**src/rtl/fetch_pc_unit.sv**
```systemverilog
// fetch_pc_unit: instruction-fetch stage in front of the decoder.
// It owns the PC, issues reads on the SRAM bus it shares with the data-memory
// stage, and presents the fetched instruction together with its PC.
// Taken branches and jumps resolved from the ID-stage operands redirect the PC.
//
// Ports:
//   clk, rst           clock; asynchronous active-low reset
//   stall              hazard-unit stall, holds IF and ID
//   mem_busy           data-memory stage owns the SRAM bus this cycle
//   jumpControl        decoder transfer kind (IDLE/EQZ/NEZ/TEQZ/TNEZ/JUMP/DB)
//   id_pc, id_operandX, id_regT, id_offset   ID-stage operands for resolution
//   imem_req/addr      instruction-memory read request and address
//   imem_rdata/ready   read data, valid when ready (may complete same cycle)
//   instruction, if_pc fetched instruction and its PC to the decoder
//   redirect           one-cycle pulse after a taken transfer is accepted
module fetch_pc_unit #(
  parameter logic [15:0] RESET_PC  = 16'h0000,
  parameter logic [15:0] NOP_INSTR = 16'h0800
) (
  input  logic        clk,
  input  logic        rst,
  input  logic        stall,
  input  logic        mem_busy,
  input  logic [2:0]  jumpControl,
  input  logic [15:0] id_pc,
  input  logic [15:0] id_operandX,
  input  logic [15:0] id_regT,
  input  logic [15:0] id_offset,
  output logic        imem_req,
  output logic [15:0] imem_addr,
  input  logic [15:0] imem_rdata,
  input  logic        imem_ready,
  output logic [15:0] instruction,
  output logic [15:0] if_pc,
  output logic        redirect
);

  localparam logic [2:0] JC_EQZ  = 3'd1;
  localparam logic [2:0] JC_NEZ  = 3'd2;
  localparam logic [2:0] JC_TEQZ = 3'd3;
  localparam logic [2:0] JC_TNEZ = 3'd4;
  localparam logic [2:0] JC_JUMP = 3'd5;
  localparam logic [2:0] JC_DB   = 3'd6;

  typedef enum logic [1:0] {S_BOOT, S_FETCH, S_DROP} state_t;

  state_t      r_state, w_next_state;
  logic [15:0] r_pc, r_instr, r_if_pc, r_drop_addr;
  logic        r_redirect;
  logic        w_taken, w_accept;
  logic [15:0] w_target;

  // Transfer resolution from the ID-stage operands.
  always_comb begin
    w_taken = 1'b0;
    case (jumpControl)
      JC_EQZ:         w_taken = (id_operandX == 16'd0);
      JC_NEZ:         w_taken = (id_operandX != 16'd0);
      JC_TEQZ:        w_taken = (id_regT == 16'd0);
      JC_TNEZ:        w_taken = (id_regT != 16'd0);
      JC_JUMP, JC_DB: w_taken = 1'b1;
      default:        w_taken = 1'b0;
    endcase
  end

  assign w_target = (jumpControl == JC_JUMP) ? id_operandX
                                             : id_pc + 16'd1 + id_offset;
  // A stall wins; the transfer is simply re-evaluated next cycle.
  assign w_accept = w_taken & ~stall;

  // State register
  always_ff @(posedge clk or negedge rst) begin
    if (!rst) r_state <= S_BOOT;
    else      r_state <= w_next_state;
  end

  // Next-state logic
  always_comb begin
    w_next_state = r_state;
    case (r_state)
      S_BOOT:  w_next_state = S_FETCH;
      // Redirecting with a read in flight: the bus still owes us that word,
      // so keep its address stable and swallow the data in DROP.
      S_FETCH: if (w_accept && imem_req && !imem_ready) w_next_state = S_DROP;
      // mem_busy preempts the stale read; treat it as finished.
      S_DROP:  if (mem_busy || imem_ready) w_next_state = S_FETCH;
      default: w_next_state = S_BOOT;
    endcase
  end

  // Output logic
  always_comb begin
    imem_req  = 1'b0;
    imem_addr = r_pc;
    case (r_state)
      S_FETCH: imem_req = ~mem_busy;
      S_DROP: begin
        imem_req  = ~mem_busy;
        imem_addr = r_drop_addr;
      end
      default: imem_req = 1'b0;
    endcase
  end

  // Datapath: PC, instruction/PC to decoder, redirect pulse, stale address.
  always_ff @(posedge clk or negedge rst) begin
    if (!rst) begin
      r_pc        <= RESET_PC;
      r_instr     <= NOP_INSTR;
      r_if_pc     <= 16'd0;
      r_redirect  <= 1'b0;
      r_drop_addr <= 16'd0;
    end else begin
      r_redirect <= w_accept;
      if (r_state == S_FETCH && w_next_state == S_DROP)
        r_drop_addr <= r_pc;
      if (w_accept) begin
        r_pc    <= w_target;
        r_instr <= NOP_INSTR;
      end else if (r_state == S_FETCH && !stall) begin
        if (!mem_busy && imem_ready) begin
          r_instr <= imem_rdata;
          r_if_pc <= r_pc;
          r_pc    <= r_pc + 16'd1;
        end else begin
          r_instr <= NOP_INSTR;   // bubble, PC held so nothing is skipped
        end
      end
    end
  end

  assign instruction = r_instr;
  assign if_pc       = r_if_pc;
  assign redirect    = r_redirect;

endmodule

```
**config.mk**
```make
export PLATFORM = sky130hd
export DESIGN_NAME = fetch_pc_unit
export DESIGN_NICKNAME = d
export VERILOG_FILES = /design/src/rtl/fetch_pc_unit.sv
export SDC_FILE = /design/constraint.sdc
export NUM_CORES = 1
export LEC_CHECK = 0
export ABC_AREA = 1
export CORE_MARGIN = 4
export CORE_UTILIZATION = 43
export CTS_CLUSTER_SIZE = 12
export DETAILED_ROUTE_END_ITERATION = 7
export PLACE_DENSITY = 0.78
export SLEW_MARGIN = 20
export SYNTH_ARGS = -nofsm -noshare
export SYNTH_HDL_FRONTEND = slang
export SYNTH_SLANG_ARGS = --single-unit
```
**constraint.sdc**
```tcl
create_clock -name clk -period 1.9 [get_ports clk]
set_input_delay 0.475 -clock clk [delete_from_list [all_inputs] [get_ports clk]]
set_output_delay 0.475 -clock clk [all_outputs]
set_load 0.02 [all_outputs]
```
==> metrics.md <==
| Metric | Value |
|---|---|
| Setup violators final | `35` |
| CP Launch Point | `r_state[0]` |
| Layout area overhead | `88.5%` |
| Setup WS post-layout | `-0.167 ns` |
| Part of the power in registers | `28.6%` |
| Vias in the first global route | `5294` |
| Worst Path Required | `1.42 ns` |
| Synth Instances | `576` |
| Most common cell after layout, fill and taps aside | `buf_4` |
| Finished Layout Cells | `985` |
| Vias | `5576` |
| Pwr dens | `986 nW/µm²` |
| Gpl congestion | `0.866` |
| Least-Margin Pin Slew | `slightly above 0.4 ns` |
| Max FO, Critical Path | `8` |
| DR DRC count | `0` |
| Worst Path Arrival | `1.59 ns` |
| Core area | `9820 µm²` |
| Slew HR | `72.5%` |
| Final Cycle Share | `109%` |
| RSZ-0062 raised after global routing | `true` |
| Hold Fails Final Rpt | `0` |
| Most frequent cells in the layout | `buf_4, nand2_1, dfrtp_1, clkdlybuf4s50_1` |
| # clock sinks | `67` |
| Post-synthesis sequential element count | `67` |
| Register area share after synthesis | `38.6%` |
| Yosys cell types | `45` |
| First-pass GRT wire length | `26.5 mm` |
| EDFF count, synth | `0` |
| Final Skew | `0.00862 ns` |
| Flop-to-flop setup slack | `-0.08 ns` |
| Die span in x | `108 µm` |
| Routed vias/inst | `5.66` |
| Die height | `108 µm` |
| Mapped cell area | `4340 µm²` |
| Placed cells | `930` |
| Root buf cell | `clkbuf_8` |
| Comb power frac | `between 50% and 60%` |
| Failing checks | `setup timing` |
| Outcome | `finished with violations` |
| CTS tree | `done` |
| Cell taking the most area after synthesis | `dfrtp_1` |
| Worst r2r src | `r_state[1]` |
| Sw frac | `42.9%` |
| Ports | `138` |
| Largest net degree at the start of global routing | `68` |
| Worst flop-to-flop path endpoint | `r_drop_addr[3]` |
| CP startpoint kind | `flop` |
| Final Max Tran Viols | `0` |
| Int Pwr | `4.61 mW` |
| Max Fclk | `484 MHz` |
| Mean post-synth cell area | `7.54 µm²` |
| CP Capture Type | `primary output` |
| H-tree depth | `3` |
| Clock transition at path regs | `0.08 ns` |
| Hold Slack | `around 0.11 ns` |
| Async S/R FF share, synth | `between 90% and 100%` |
| Synthesized Nets | `~690` |
| Clock buffer count from CTS | `9` |
| Initial Util | `44.2%` |
| Global Route Usage Sum | `29.2%` |
| Post-DR wirelength/cell | `about 20 µm` |
| Global route overflow | `0` |
| Port buffer count | `137` |
| Top cells by area, synth | `dfrtp_1, nand2_1, o21ai_0` |
| Final #Nets | `956` |
| Layout cells sized above 1 | `between 40% and 50%` |
| DRT Wirelength | `19.6 mm` |
| Synth Warn # | `0` |
| Setup CP Type | `flop to primary output` |
| Clock power frac | `15.0%` |
| CP Capture Point | `imem_addr[0]` |
| Post-CTS Hold Buffers | `0` |
| Switching pwr | `3.46 mW` |
| Worst-skew pair later-pin latency | `about 0.37 ns` |
| Antenna-violating nets left | `0` |
| Detail Placement HPWL | `11.5 mm` |
| Initial antenna violation count | `0` |
| Reg2reg path depth | `12` |
| CTS max path bufs | `2` |
| # diodes | `0` |
| Peak supply drop | `0.698 mV` |
| Final Critical Period | `2.07 ns` |
| Synth top area share | `38.0%` |
| Main flop type after synthesis | `dfrtp_1` |
| Die footprint | `approximately 12000 µm²` |
| DRT Pass-1 Iters | `5` |
| Max-cap viol count | `0` |
| Min-delay worst type | `primary input to asynchronous set/reset pin` |
| Initial DRC count | `472` |
| P_leak | `3.97 nW` |
| Placement Rows | `36` |
-- worst max-delay path, cell delays in order (launching register included) --
cell     delay, ns
dfrtp_1       0.40
inv_2         0.09
ha_4          0.25
buf_12        0.18
nand2_2       0.06
o21ai_2       0.10
buf_6         0.16
-- flip-flops by register name, indices dropped and copies added, names as in the netlist --
signal       flops
if_pc           16
instruction     16
r_drop_addr     16
r_pc            16
r_state          2
redirect         1
-- layer usage --
layer | track usage, % | up-vias | part of all wire (%)
li1 | - | 2475 | -
met1 | 33.4 | 2640 | 35
met2 | 52.7 | 351 | 51
met3 | 5.43 | 110 | 7.6
met4 | 12.7 | 0 | 6.1
met5 | 0 | - | 0
-- cell type report --
class                           count  area (µm²)
Sequential cell                    67        1680
Multi-Input combinational cell    433        3220
Tap cell                          133         166
Clock inverter                      6        63.8
Fill cell                         564        1630
Inverter                           58         270
Timing Repair Buffer              278        2660
Clock buffer                       10         128
-- metrics by stage --
stage / TNS [ns] / cell area (µm²) / utilization, % / power (mW) / worst slack [ns]
final: -2.56 / 8190 / 83.4 / 8.07 / -0.167
after global routing: -6.37 / 8190 / 83.4 / 8.44 / -0.271
after CTS: -1.64 / 7470 / 76.1 / 7.15 / -0.134
after detailed placement: -39.97 / 6650 / 67.7 / 5.58 / -0.853
after global placement: -37.73 / 6650 / 67.7 / 5.47 / -0.827
after floorplan: -0.217 / 4390 / - / 3.82 / -0.155
-- kinds of logic (layout without fill, tap and decap cells) --
group / after synthesis / after routing / synth area share (%)
buffers and inverters: 77 / 352 / 7.29
flip-flops: 67 / 67 / 38.6
adder cells (fa/ha/maj): 21 / 21 / 6.22
AO/OA/AOI/OAI: 120 / 120 / 16.7
XOR/XNOR: 15 / 15 / 3.03
AND/OR/NAND/NOR: 276 / 277 / 28.1
-- power by group through the flow --
stage / Clock [mW] / Sequential (mW) / Combinational, mW
after CTS: 1.19 / 2.18 / 3.78
after global placement: 0 / 2.16 / 3.31
after global routing: 1.28 / 2.33 / 4.82
after floorplan: 0 / 2.41 / 1.41
final: 1.21 / 2.31 / 4.55
after detailed placement: 0 / 2.18 / 3.40
-- synthesized netlist by cell type (4+ instances only) --
cell type  number
xnor2_1         4
inv_1          53
nor3_1          7
nand2_1       154
clkbuf_1       10
nand3_1        23
nand2_2         5
a31oi_1         6
a21o_1          5
inv_2           4
xor2_1         11
o211ai_1        4
a22o_1         15
dfrtp_1        66
nor2_1         51
a21oi_1        24
nand4_1        21
ha_1           20
buf_2           4
o21ai_0        52
-- how the worst min path moves through the flow --
stage	from	to	slack, ns	cells past startpoint
after floorplan	rst	if_pc[0]	0.18	0
after global routing	rst	if_pc[10]	0.15	2
after detailed placement	r_drop_addr[13]	r_drop_addr[13]	0.46	2
final	rst	if_pc[8]	0.11	2
after CTS	rst	r_state[1]	0.14	2
after global placement	r_drop_addr[14]	r_drop_addr[14]	0.46	2
-- timing repair --
item / in CTS / in global routing
cloned: 7 / 3
endpoints found under the setup margin: 82 / 76
buffers inserted: 11 / 19
pin swaps: 81 / 79
resized for setup: 285 / 193
No activity file was read; power rests on OpenSTA's default activity.
